File: config.mk
export PLATFORM = sky130hd
export DESIGN_NAME = id_stage_flat
export DESIGN_NICKNAME = d
export VERILOG_FILES = /design/src/rtl/id_stage_if.sv /design/src/rtl/id_stage.sv /design/src/flat_wrapper.sv
export SDC_FILE = /design/constraint.sdc
export NUM_CORES = 2
export LEC_CHECK = 0
export ABC_AREA = 1
export BUFFER_PORTS_ARGS = -buffer_cell sky130_fd_sc_hd__buf_2
export CORE_MARGIN = 2
export CORE_UTILIZATION = 43
export DETAILED_ROUTE_END_ITERATION = 12
export RECOVER_POWER = 25
export SYNTH_ARGS = -nofsm -noshare
export SYNTH_HDL_FRONTEND = slang
export SYNTH_SLANG_ARGS = --single-unit
File: constraint.sdc
create_clock -name clk -period 3.96 [get_ports clk]
set_clock_uncertainty 0.15 [all_clocks]
set_input_delay 0.396 -clock clk [delete_from_list [all_inputs] [get_ports clk]]
set_output_delay 0.396 -clock clk [all_outputs]
set_load 0.05 [all_outputs]
File: src/rtl/id_stage_if.sv
// rtl/id_stage_if.sv - fetch/writeback/ID-EX signal bundle for the decode stage
interface id_stage_if #(
  parameter int XLEN = 32,
  parameter int NREG = 32
);
  localparam int RW = $clog2(NREG);

  // fetch side
  logic [XLEN-1:0] pc_ID;
  logic [31:0]     inst_ID;
  logic [2:0]      reg_mux_sel;
  // redirect controls from EX / CSR unit
  logic            pc_sel;
  logic            epc_taken;
  // writeback port into the register file
  logic            wb_en;
  logic [RW-1:0]   wb_rd;
  logic [XLEN-1:0] wb_data;
  // ID/EX pipeline register
  logic [XLEN-1:0] pc_EX;
  logic [XLEN-1:0] rs1_data_EX;
  logic [XLEN-1:0] rs2_data_EX;
  logic [XLEN-1:0] imm_EX;
  logic [RW-1:0]   rs1_EX;
  logic [RW-1:0]   rs2_EX;
  logic [RW-1:0]   rd_EX;
  logic [3:0]      alu_op_EX;
  logic [2:0]      funct3_EX;
  logic            reg_wr_EX;
  logic            mem_rd_EX;
  logic            mem_wr_EX;
  logic            br_en_EX;
  logic            jump_EX;
  logic            sel_A_EX;
  logic            sel_B_EX;
  logic            csr_rd_EX;
  logic            csr_wr_EX;
  logic            illegal_EX;
  logic [1:0]      wb_sel_EX;

  // surrounding pipeline: drives decode inputs, observes ID/EX outputs
  modport master (
    output pc_ID, inst_ID, pc_sel, epc_taken, wb_en, wb_rd, wb_data,
    input  reg_mux_sel, pc_EX, rs1_data_EX, rs2_data_EX, imm_EX,
           rs1_EX, rs2_EX, rd_EX, alu_op_EX, funct3_EX,
           reg_wr_EX, mem_rd_EX, mem_wr_EX, br_en_EX, jump_EX,
           sel_A_EX, sel_B_EX, csr_rd_EX, csr_wr_EX, illegal_EX, wb_sel_EX
  );

  // decode stage itself
  modport slave (
    input  pc_ID, inst_ID, pc_sel, epc_taken, wb_en, wb_rd, wb_data,
    output reg_mux_sel, pc_EX, rs1_data_EX, rs2_data_EX, imm_EX,
           rs1_EX, rs2_EX, rd_EX, alu_op_EX, funct3_EX,
           reg_wr_EX, mem_rd_EX, mem_wr_EX, br_en_EX, jump_EX,
           sel_A_EX, sel_B_EX, csr_rd_EX, csr_wr_EX, illegal_EX, wb_sel_EX
  );
endinterface

File: src/rtl/id_stage.sv
// rtl/id_stage.sv - RV32I+Zicsr decode, register file, load-use hazard, ID/EX register
module id_stage #(
  parameter int XLEN = 32,
  parameter int NREG = 32
) (
  input  logic         clk,
  input  logic         reset,
  id_stage_if.slave    bus
);
  localparam int RW = $clog2(NREG);

  localparam logic [6:0] OPC_R      = 7'b0110011;
  localparam logic [6:0] OPC_IALU   = 7'b0010011;
  localparam logic [6:0] OPC_LOAD   = 7'b0000011;
  localparam logic [6:0] OPC_STORE  = 7'b0100011;
  localparam logic [6:0] OPC_BRANCH = 7'b1100011;
  localparam logic [6:0] OPC_LUI    = 7'b0110111;
  localparam logic [6:0] OPC_AUIPC  = 7'b0010111;
  localparam logic [6:0] OPC_JAL    = 7'b1101111;
  localparam logic [6:0] OPC_JALR   = 7'b1100111;
  localparam logic [6:0] OPC_SYSTEM = 7'b1110011;

  localparam logic [2:0] MUX_NORMAL = 3'b001;
  localparam logic [2:0] MUX_FLUSH  = 3'b010;
  localparam logic [2:0] MUX_STALL  = 3'b100;

  typedef struct packed {
    logic [XLEN-1:0] pc;
    logic [XLEN-1:0] rs1_data;
    logic [XLEN-1:0] rs2_data;
    logic [XLEN-1:0] imm;
    logic [RW-1:0]   rs1;
    logic [RW-1:0]   rs2;
    logic [RW-1:0]   rd;
    logic [3:0]      alu_op;
    logic [2:0]      funct3;
    logic            reg_wr;
    logic            mem_rd;
    logic            mem_wr;
    logic            br_en;
    logic            jump;
    logic            sel_a;
    logic            sel_b;
    logic            csr_rd;
    logic            csr_wr;
    logic            illegal;
    logic [1:0]      wb_sel;
  } ex_t;

  logic [XLEN-1:0] r_regs [NREG];
  ex_t             r_ex;
  ex_t             w_dec;

  logic [31:0]     w_inst;
  logic [6:0]      w_opc;
  logic [2:0]      w_f3;
  logic [RW-1:0]   w_rd;
  logic [RW-1:0]   w_rs1;
  logic [RW-1:0]   w_rs2;
  logic [XLEN-1:0] w_imm_i;
  logic [XLEN-1:0] w_imm_s;
  logic [XLEN-1:0] w_imm_b;
  logic [XLEN-1:0] w_imm_u;
  logic [XLEN-1:0] w_imm_j;
  logic [XLEN-1:0] w_rs1_val;
  logic [XLEN-1:0] w_rs2_val;
  logic            w_use_rs1;
  logic            w_use_rs2;
  logic            w_wr_rd;
  logic            w_known;
  logic            w_flush;
  logic            w_hazard;

  assign w_inst = bus.inst_ID;
  assign w_opc  = w_inst[6:0];
  assign w_f3   = w_inst[14:12];
  assign w_rd   = w_inst[11:7];
  assign w_rs1  = w_inst[19:15];
  assign w_rs2  = w_inst[24:20];

  assign w_imm_i = {{(XLEN-12){w_inst[31]}}, w_inst[31:20]};
  assign w_imm_s = {{(XLEN-12){w_inst[31]}}, w_inst[31:25], w_inst[11:7]};
  assign w_imm_b = {{(XLEN-13){w_inst[31]}}, w_inst[31], w_inst[7], w_inst[30:25],
                    w_inst[11:8], 1'b0};
  assign w_imm_u = {{(XLEN-32){w_inst[31]}}, w_inst[31:12], 12'b0};
  assign w_imm_j = {{(XLEN-21){w_inst[31]}}, w_inst[31], w_inst[19:12], w_inst[20],
                    w_inst[30:21], 1'b0};

  // Register file reads: x0 is zero, a same-cycle writeback bypasses the array
  always_comb begin
    w_rs1_val = r_regs[w_rs1];
    w_rs2_val = r_regs[w_rs2];
    if (bus.wb_en && bus.wb_rd == w_rs1) w_rs1_val = bus.wb_data;
    if (bus.wb_en && bus.wb_rd == w_rs2) w_rs2_val = bus.wb_data;
    if (w_rs1 == '0) w_rs1_val = '0;
    if (w_rs2 == '0) w_rs2_val = '0;
  end

  // Register file write port; x0 is never written so it stays at its reset zero
  always_ff @(posedge clk or negedge reset) begin
    if (!reset) begin
      for (int i = 0; i < NREG; i++) r_regs[i] <= '0;
    end else if (bus.wb_en && bus.wb_rd != '0) begin
      r_regs[bus.wb_rd] <= bus.wb_data;
    end
  end

  // Instruction decode into the next ID/EX contents
  always_comb begin
    w_dec        = '0;
    w_use_rs1    = 1'b0;
    w_use_rs2    = 1'b0;
    w_wr_rd      = 1'b0;
    w_known      = 1'b1;
    w_dec.pc     = bus.pc_ID;
    w_dec.funct3 = w_f3;
    case (w_opc)
      OPC_R: begin
        w_use_rs1    = 1'b1;
        w_use_rs2    = 1'b1;
        w_wr_rd      = 1'b1;
        w_dec.alu_op = {w_inst[30], w_f3};
      end
      OPC_IALU: begin
        w_use_rs1    = 1'b1;
        w_wr_rd      = 1'b1;
        w_dec.sel_b  = 1'b1;
        w_dec.imm    = w_imm_i;
        // only shifts carry the arithmetic bit; elsewhere inst[30] is immediate data
        w_dec.alu_op = {(w_f3 == 3'b101) & w_inst[30], w_f3};
      end
      OPC_LOAD: begin
        w_use_rs1    = 1'b1;
        w_wr_rd      = 1'b1;
        w_dec.mem_rd = 1'b1;
        w_dec.sel_b  = 1'b1;
        w_dec.imm    = w_imm_i;
        w_dec.wb_sel = 2'b01;
      end
      OPC_STORE: begin
        w_use_rs1    = 1'b1;
        w_use_rs2    = 1'b1;
        w_dec.mem_wr = 1'b1;
        w_dec.sel_b  = 1'b1;
        w_dec.imm    = w_imm_s;
      end
      OPC_BRANCH: begin
        w_use_rs1    = 1'b1;
        w_use_rs2    = 1'b1;
        w_dec.br_en  = 1'b1;
        w_dec.sel_a  = 1'b1;
        w_dec.sel_b  = 1'b1;
        w_dec.imm    = w_imm_b;
      end
      OPC_LUI: begin
        // rs1 stays index 0 so operand A reads zero and the ALU passes the immediate
        w_wr_rd      = 1'b1;
        w_dec.sel_b  = 1'b1;
        w_dec.imm    = w_imm_u;
      end
      OPC_AUIPC: begin
        w_wr_rd      = 1'b1;
        w_dec.sel_a  = 1'b1;
        w_dec.sel_b  = 1'b1;
        w_dec.imm    = w_imm_u;
      end
      OPC_JAL: begin
        w_wr_rd      = 1'b1;
        w_dec.jump   = 1'b1;
        w_dec.sel_a  = 1'b1;
        w_dec.sel_b  = 1'b1;
        w_dec.imm    = w_imm_j;
        w_dec.wb_sel = 2'b10;
      end
      OPC_JALR: begin
        w_use_rs1    = 1'b1;
        w_wr_rd      = 1'b1;
        w_dec.jump   = 1'b1;
        w_dec.sel_b  = 1'b1;
        w_dec.imm    = w_imm_i;
        w_dec.wb_sel = 2'b10;
      end
      OPC_SYSTEM: begin
        w_dec.sel_b = 1'b1;
        w_dec.imm   = w_imm_i;
        if (w_f3 != 3'b000) begin
          w_wr_rd      = 1'b1;
          w_use_rs1    = ~w_f3[2];
          w_dec.rs1    = w_rs1;  // carries zimm for the immediate CSR forms
          w_dec.csr_rd = 1'b1;
          // csrrs/csrrc with rs1 field zero are pure reads
          w_dec.csr_wr = ~(w_f3[1] && w_rs1 == '0);
          w_dec.wb_sel = 2'b11;
        end
      end
      default: w_known = 1'b0;
    endcase
    if (w_use_rs1) begin
      w_dec.rs1      = w_rs1;
      w_dec.rs1_data = w_rs1_val;
    end
    if (w_use_rs2) begin
      w_dec.rs2      = w_rs2;
      w_dec.rs2_data = w_rs2_val;
    end
    if (w_wr_rd) begin
      w_dec.rd     = w_rd;
      w_dec.reg_wr = 1'b1;
    end
    if (!w_known) begin
      // all-zero word is the fetch-flush bubble, not an illegal instruction
      w_dec         = '0;
      w_dec.pc      = bus.pc_ID;
      w_dec.illegal = (w_inst != 32'h0);
    end
  end

  assign w_flush  = bus.pc_sel | bus.epc_taken;
  assign w_hazard = r_ex.mem_rd && (r_ex.rd != '0) &&
                    ((w_use_rs1 && w_rs1 == r_ex.rd) || (w_use_rs2 && w_rs2 == r_ex.rd));

  // Fetch control: flush outranks stall, reset forces flush
  always_comb begin
    bus.reg_mux_sel = MUX_NORMAL;
    if (!reset)        bus.reg_mux_sel = MUX_FLUSH;
    else if (w_flush)  bus.reg_mux_sel = MUX_FLUSH;
    else if (w_hazard) bus.reg_mux_sel = MUX_STALL;
  end

  // ID/EX pipeline register: bubble on flush or load-use stall
  always_ff @(posedge clk or negedge reset) begin
    if (!reset)                   r_ex <= '0;
    else if (w_flush || w_hazard) r_ex <= '0;
    else                          r_ex <= w_dec;
  end

  assign bus.pc_EX       = r_ex.pc;
  assign bus.rs1_data_EX = r_ex.rs1_data;
  assign bus.rs2_data_EX = r_ex.rs2_data;
  assign bus.imm_EX      = r_ex.imm;
  assign bus.rs1_EX      = r_ex.rs1;
  assign bus.rs2_EX      = r_ex.rs2;
  assign bus.rd_EX       = r_ex.rd;
  assign bus.alu_op_EX   = r_ex.alu_op;
  assign bus.funct3_EX   = r_ex.funct3;
  assign bus.reg_wr_EX   = r_ex.reg_wr;
  assign bus.mem_rd_EX   = r_ex.mem_rd;
  assign bus.mem_wr_EX   = r_ex.mem_wr;
  assign bus.br_en_EX    = r_ex.br_en;
  assign bus.jump_EX     = r_ex.jump;
  assign bus.sel_A_EX    = r_ex.sel_a;
  assign bus.sel_B_EX    = r_ex.sel_b;
  assign bus.csr_rd_EX   = r_ex.csr_rd;
  assign bus.csr_wr_EX   = r_ex.csr_wr;
  assign bus.illegal_EX  = r_ex.illegal;
  assign bus.wb_sel_EX   = r_ex.wb_sel;
endmodule

File: src/flat_wrapper.sv
// flat-port wrapper written by rule: the top's interface ports become plain ports
module id_stage_flat 
#(
  parameter int XLEN = 32,
  parameter int NREG = 32
)
  (clk, reset, bus_pc_ID, bus_inst_ID, bus_pc_sel, bus_epc_taken, bus_wb_en, bus_wb_rd, bus_wb_data, bus_reg_mux_sel, bus_pc_EX, bus_rs1_data_EX, bus_rs2_data_EX, bus_imm_EX, bus_rs1_EX, bus_rs2_EX, bus_rd_EX, bus_alu_op_EX, bus_funct3_EX, bus_reg_wr_EX, bus_mem_rd_EX, bus_mem_wr_EX, bus_br_en_EX, bus_jump_EX, bus_sel_A_EX, bus_sel_B_EX, bus_csr_rd_EX, bus_csr_wr_EX, bus_illegal_EX, bus_wb_sel_EX);
  id_stage_if #(.XLEN(XLEN), .NREG(NREG)) bus_i ();
  input  logic clk;
  input  logic reset;
  input wire logic [$bits(bus_i.pc_ID)-1:0] bus_pc_ID;
  input wire logic [$bits(bus_i.inst_ID)-1:0] bus_inst_ID;
  input wire logic [$bits(bus_i.pc_sel)-1:0] bus_pc_sel;
  input wire logic [$bits(bus_i.epc_taken)-1:0] bus_epc_taken;
  input wire logic [$bits(bus_i.wb_en)-1:0] bus_wb_en;
  input wire logic [$bits(bus_i.wb_rd)-1:0] bus_wb_rd;
  input wire logic [$bits(bus_i.wb_data)-1:0] bus_wb_data;
  output wire logic [$bits(bus_i.reg_mux_sel)-1:0] bus_reg_mux_sel;
  output wire logic [$bits(bus_i.pc_EX)-1:0] bus_pc_EX;
  output wire logic [$bits(bus_i.rs1_data_EX)-1:0] bus_rs1_data_EX;
  output wire logic [$bits(bus_i.rs2_data_EX)-1:0] bus_rs2_data_EX;
  output wire logic [$bits(bus_i.imm_EX)-1:0] bus_imm_EX;
  output wire logic [$bits(bus_i.rs1_EX)-1:0] bus_rs1_EX;
  output wire logic [$bits(bus_i.rs2_EX)-1:0] bus_rs2_EX;
  output wire logic [$bits(bus_i.rd_EX)-1:0] bus_rd_EX;
  output wire logic [$bits(bus_i.alu_op_EX)-1:0] bus_alu_op_EX;
  output wire logic [$bits(bus_i.funct3_EX)-1:0] bus_funct3_EX;
  output wire logic [$bits(bus_i.reg_wr_EX)-1:0] bus_reg_wr_EX;
  output wire logic [$bits(bus_i.mem_rd_EX)-1:0] bus_mem_rd_EX;
  output wire logic [$bits(bus_i.mem_wr_EX)-1:0] bus_mem_wr_EX;
  output wire logic [$bits(bus_i.br_en_EX)-1:0] bus_br_en_EX;
  output wire logic [$bits(bus_i.jump_EX)-1:0] bus_jump_EX;
  output wire logic [$bits(bus_i.sel_A_EX)-1:0] bus_sel_A_EX;
  output wire logic [$bits(bus_i.sel_B_EX)-1:0] bus_sel_B_EX;
  output wire logic [$bits(bus_i.csr_rd_EX)-1:0] bus_csr_rd_EX;
  output wire logic [$bits(bus_i.csr_wr_EX)-1:0] bus_csr_wr_EX;
  output wire logic [$bits(bus_i.illegal_EX)-1:0] bus_illegal_EX;
  output wire logic [$bits(bus_i.wb_sel_EX)-1:0] bus_wb_sel_EX;
  assign bus_i.pc_ID = bus_pc_ID;
  assign bus_i.inst_ID = bus_inst_ID;
  assign bus_i.pc_sel = bus_pc_sel;
  assign bus_i.epc_taken = bus_epc_taken;
  assign bus_i.wb_en = bus_wb_en;
  assign bus_i.wb_rd = bus_wb_rd;
  assign bus_i.wb_data = bus_wb_data;
  assign bus_reg_mux_sel = bus_i.reg_mux_sel;
  assign bus_pc_EX = bus_i.pc_EX;
  assign bus_rs1_data_EX = bus_i.rs1_data_EX;
  assign bus_rs2_data_EX = bus_i.rs2_data_EX;
  assign bus_imm_EX = bus_i.imm_EX;
  assign bus_rs1_EX = bus_i.rs1_EX;
  assign bus_rs2_EX = bus_i.rs2_EX;
  assign bus_rd_EX = bus_i.rd_EX;
  assign bus_alu_op_EX = bus_i.alu_op_EX;
  assign bus_funct3_EX = bus_i.funct3_EX;
  assign bus_reg_wr_EX = bus_i.reg_wr_EX;
  assign bus_mem_rd_EX = bus_i.mem_rd_EX;
  assign bus_mem_wr_EX = bus_i.mem_wr_EX;
  assign bus_br_en_EX = bus_i.br_en_EX;
  assign bus_jump_EX = bus_i.jump_EX;
  assign bus_sel_A_EX = bus_i.sel_A_EX;
  assign bus_sel_B_EX = bus_i.sel_B_EX;
  assign bus_csr_rd_EX = bus_i.csr_rd_EX;
  assign bus_csr_wr_EX = bus_i.csr_wr_EX;
  assign bus_illegal_EX = bus_i.illegal_EX;
  assign bus_wb_sel_EX = bus_i.wb_sel_EX;
  id_stage #(.XLEN(XLEN), .NREG(NREG)) u_core (.clk(clk), .reset(reset), .bus(bus_i));
endmodule
* Word level (Yosys, flattened, before mapping)
Index checks and enable logic that the tools add are counted.
** Word-level totals
- Word-level logic and storage cells :: 148
- Register bits :: 1186
- Output and inout bits :: 165
** Cells by class
- Reduce and logical (&&, ||, !) cells :: 26
- Magnitude comparators :: 4
- Bitwise operators :: 7
- Eq/ne operators :: 15
- Muxes and demuxes :: 44
** Operators by type and width (number)
- bitwise mux 1024 bit :: 1
- two-way mux 32 bit :: 11
- binary-select mux 32 bit (select 5 bit) :: 2
- two-way mux 162 bit :: 1
- demux 32 bit (select 5 bit) :: 1
- one-hot mux 32 bit (5 select lines) :: 1
- two-way mux 130 bit :: 1
- nonzero test 32 bit :: 1
- == test 7 bit (second input constant) :: 4
- two-way mux 5 bit :: 5
- == test 7 x 6 -> 1 bit (second input constant) :: 3
- == test 5 bit :: 4
- >= comparator 6 bit (second input constant) :: 3
- inverter 5 -> 6 bit :: 3
- == test 7 x 5 -> 1 bit (second input constant) :: 2
- two-way mux 1 bit :: 11
- logical NOT 5 bit :: 2
- nonzero test 5 bit :: 2
- OR reduction 10 bit :: 1
- logical AND 1 bit :: 9
- two-way mux 3 bit :: 3
- OR reduction 9 bit :: 1
- one-hot mux 4 bit (2 select lines) :: 1
- == test 7 x 2 -> 1 bit (second input constant) :: 1
- 15 further kinds :: 22

* Depth between registers and ports, before layout
- Word-level depth :: 9
- Depth in mapped cells :: 14
- Depth with buffers taken out :: 11

* Least setup slack after synthesis
No wires, ideal clock.
- Kind :: input to output
- Start :: in bus_inst_ID[2]
- End :: out bus_reg_mux_sel[2]
- Path buffers :: 0
- Setup slack :: 1.526 ns
- Arrival :: 1.888 ns
- Cell stages on the path :: 9
- Data required time :: 3.414 ns
- Path through :: inv_1 -> nand2_1 -> nor2_1 -> o21ai_0 -> nand3_1 -> nand2_1 -> nand2_1 -> nand2_1 -> nor2_1
** On the way
- Longest elaborated chain between the ends :: 9
** RTL lines
- start: declaration :: line flat_wrapper.sv:12 : input wire logic [$bits(bus_i.inst_ID)-1:0] bus_inst_ID;
- == test 7 x 6 -> 1 bit (tied with other cells) :: line id_stage.sv:117 : case (w_opc)
- OR reduction 6 bit (no line) / OR reduction 3 bit (equally long branches)
- one-hot mux 1 bit (2 select lines) / two-way mux 1 bit (equally long branches) :: line id_stage.sv:117
- logical AND 1 bit :: line id_stage.sv:220 : ((w_use_rs1 && w_rs1 == r_ex.rd) || (w_use_rs2 && w_rs2 == r_ex.rd));
- logical OR 1 bit * :: line id_stage.sv:220
- logical AND 1 bit * :: line id_stage.sv:219 : assign w_hazard = r_ex.mem_rd && (r_ex.rd != '0) &&
- two-way mux 3 bit * :: line id_stage.sv:227 : else if (w_hazard) bus.reg_mux_sel = MUX_STALL;
- two-way mux 3 bit * :: line id_stage.sv:226 : else if (w_flush) bus.reg_mux_sel = MUX_FLUSH;
- two-way mux 3 bit * :: line id_stage.sv:225 : if (!reset) bus.reg_mux_sel = MUX_FLUSH;
- end: declaration :: line flat_wrapper.sv:18 : output wire logic [$bits(bus_i.reg_mux_sel)-1:0] bus_reg_mux_sel;
Every way passes the cells marked *; elsewhere a longest branch is shown, timed or not.

* Final worst setup path
- Start :: in bus_inst_ID[3]
- End :: out bus_reg_mux_sel[2]
The elaborated chain is that of the path after synthesis.

==> run_results.csv <==
group,metric,value,unit
yosys,synthTopCellsByArea,"dfrtp_1 46%, nand2_1 18%, nand3_1 8.1%",
final_layout,utilization,49.0,%
power,power_frac_seq,42.9,%
setup_path,crit_type,"in2out",
cts,worst_skew_pair.late_latency,0.78,ns
cts,clk_pin_slew,0.06,ns
global_routing,grt_max_degree,188,
placed_design,place_congestion,0.915,
routing,drtIter0Drc,9113,
setup_path,end_kind,"output pin",
cts,cts_tree,"built",
yosys,netlist_area,65100,µm²
routing,wl_met1,110000,µm
timing,relSlewSlack,-64.3,%
setup_path,worst_ep_arrival_time,3.06,ns
floorplanning,start_util,43.4,%
global_routing,grt_use_total,34.6,%
placed_design,dp_cells,11200,
setup_path,r2r_slack,1.31,ns
placed_design,pre_cts_ws,0.939,ns
cts,cts-root-buf,"clkbuf_16",
setup_path,crit_fanout,5,
floorplanning,design.core.area,150000,µm²
routing,wl_met3,32500,µm
timing,finalMaxSlewViolations,777,
cts,cts_sinks,1186,
yosys,synth_enable_flop_cells,0,
floorplanning,dieArea,155000,µm²
floorplanning,dieHeight,393,µm
timing,post-route-period-util,91.2,%
timing,worstMarginPinSlew,2.46,ns
setup_path,r2r-start,"u_core.bus.rd_EX[4]",
global_routing,grt_pass1_wl,399000,µm
global_routing,overflow,0,
yosys,synth_top_cell_by_area,"dfrtp_1",
routing,dr.max_layer_used,"met5",
routing,vias,65600,
placed_design,dpl-instance-area,68100,µm²
yosys,syn_inst,9464,
power,pwr-share-comb,20.4,%
power,power,36.6,mW
setup_path,worst-r2r-cell-count,11,
timing,rsz0062_at_grt,"false",
power,p_switching,11.7,mW
routing,dr.pass1.iters,9,
setup_path,worst_setup_path_start_kind,"primary input",
final_layout,area_growth,12.9,%
cts,cts_inserted_buffers,140,
hold_path,hold_class,"in2async",
power,p_sw_share,32.0,%
placed_design,io_buffer_count,270,
routing,viasPerCell,5.70,
routing,ant_nets,0,
routing,wl_met2,115000,µm
yosys,synth_area_per_cell,6.88,µm²
yosys,ys_seq_elements,1186,
yosys,syn_nets,9570,
yosys,ys.flop_type,"dfrtp_1",
routing,drc,0,
floorplanning,die_w,393,µm
final_layout,drive_gt1_share,7.54,%
timing,fmax,277,MHz
routing,wire_per_inst,23.5,µm
final_layout,n_fill_cell,14800,
floorplanning,num_rows,142,
power,power_density,497,nW/µm²
power,p_leak,35.5,nW
final_layout,finalNetCount,9491,
floorplanning,ioPinCount,271,
setup_path,critPathLaunch,"bus_inst_ID[3]",
timing,finalSetupTns,0,ns
cts,clock_path_buffers,3,
yosys,ys_seq_area_share,45.6,%
global_routing,grt_pass1_vias,60400,
yosys,yosysMostFrequentCell,"nand2_1",
yosys,yosys_warnings,0,
timing,hold_violations,0,
final_layout,fin_area,73500,µm²
yosys,netlist.area_leader.share,45.6,%
cts,cts.htree.levels,4,
timing,setup_viol,0,
final_layout,finalNonFillerCells,11500,
global_routing,antenna_found_initial,20,
yosys,synth_cell_types,36,
timing,period_minus_slack,3.61,ns
power,p_int,24.9,mW
yosys,synthArstFlopShare,100,%
power,p_clk_share,36.6,%
run_status,violations,"max-capacitance violations, max-slew violations",
timing,holdWs,0.0420,ns
run_status,outcome,"complete, but fails checks",
placed_design,dpl.hpwl,157000,µm
timing,fin_ws,0.350,ns
setup_path,cp.required,3.41,ns
routing,wirelength,270000,µm
flow_run,max_cap_viol_count,14,
power,ir_drop,0.441,mV
yosys,netlist_top_cells_count,"3095 x nand2_1, 1186 x dfrtp_1, 1055 x nand3_1",
-- cells in the final DEF, fill, tap and decap left out, drive strengths merged, types with 4 or more instances in the layout --
cell	count
nand2	3103
dfrtp	1186
o21ai	1086
nand3	1055
inv	909
nor2	819
buf	427
a21oi	282
clkbuf	225
o211ai	150
dlygate4sd3	92
nand4	38
clkinv	36
nor3	34
bufinv	10
o22ai	7
xnor2	5
clkinvlp	5
xor2	4
a22oi	4
nor4	4
-- final timing paths --
path                                         endpoint
max                                bus_reg_mux_sel[2]
min                                 u_core.r_regs[54]
max reg2reg                u_core.bus.rs2_data_EX[29]
min reg2reg                       u_core.r_regs[1005]
max in group asynchronous          u_core.r_regs[716]
min in group clk                    u_core.r_regs[95]
-- critical path, stage by stage --
cell	delay, ns
dlygate4sd3_1	0.53
buf_2	0.13
inv_1	0.06
nand2_1	0.05
dlygate4sd3_1	0.56
nor2_1	0.20
nand2_1	0.12
nand3_1	0.18
nand2_1	0.07
nand2_1	0.09
nand2_1	0.23
nor2_1	0.16
buf_2	0.28
-- power by group through the flow --
| stage | logic (mW) | clock network [mW] | registers (mW) |
|---|---|---|---|
| after CTS | 7.39 | 13.5 | 15.7 |
| final | 7.47 | 13.4 | 15.7 |
| after floorplan | 5.14 | 0 | 15.6 |
| after global placement | 7.12 | 0 | 15.8 |
| after detailed placement | 7.27 | 0 | 15.8 |
| after global routing | 8.49 | 14.0 | 15.9 |
-- layer usage --
| metal | vias to the layer above | global-route usage [%] |
|---|---|---|
| met3 | 710 | 8.35 |
| met4 | 26 | 14.4 |
| met2 | 3980 | 51.6 |
| met1 | 31200 | 48.0 |
| met5 | - | 0 |
| li1 | 29700 | - |
-- kinds of logic (layout without fill, tap and decap cells) --
family                    count (synthesis)  in the layout  synth area share [%]
AOI/OAI and AO/OA                      1532           1532                  12.4
other                                     0              3                     0
xor gates and xnor gates                  9              9                 0.121
buffers and inverters                  1682           1704                  10.1
and+or+nand+nor                        5055           5055                  31.8
DFF                                    1186           1186                  45.6
-- state kept, by name, indices dropped and copies added (netlist names), 3 cells and up --
name / cells
u_core.bus.rd_EX: 5
u_core.bus.funct3_EX: 3
u_core.bus.pc_EX: 32
u_core.r_regs: 1024
u_core.bus.imm_EX: 32
u_core.bus.rs1_EX: 5
u_core.bus.alu_op_EX: 4
u_core.bus.rs2_data_EX: 32
u_core.bus.rs1_data_EX: 32
u_core.bus.rs2_EX: 5
-- cell type report --
class	count	area, µm²	share of cell area, %
Tap cell	2016	2520	3.43
Timing Repair Buffer	548	4190	5.70
Antenna cell	3	7.51	0.0102
Clock buffer	196	4150	5.65
Sequential cell	1186	29700	40.4
Inverter	913	3460	4.70
Clock inverter	47	536	0.728
Multi-Input combinational cell	6596	29000	39.4
-- what timing repair did --
action,in CTS,in global routing
hold endpoints to repair,905,0
endpoints found under the setup margin,0,0
buffers inserted,0,0
gates resized for setup,0,0
hold buffers,92,0
(Power assumes the default switching activity.)
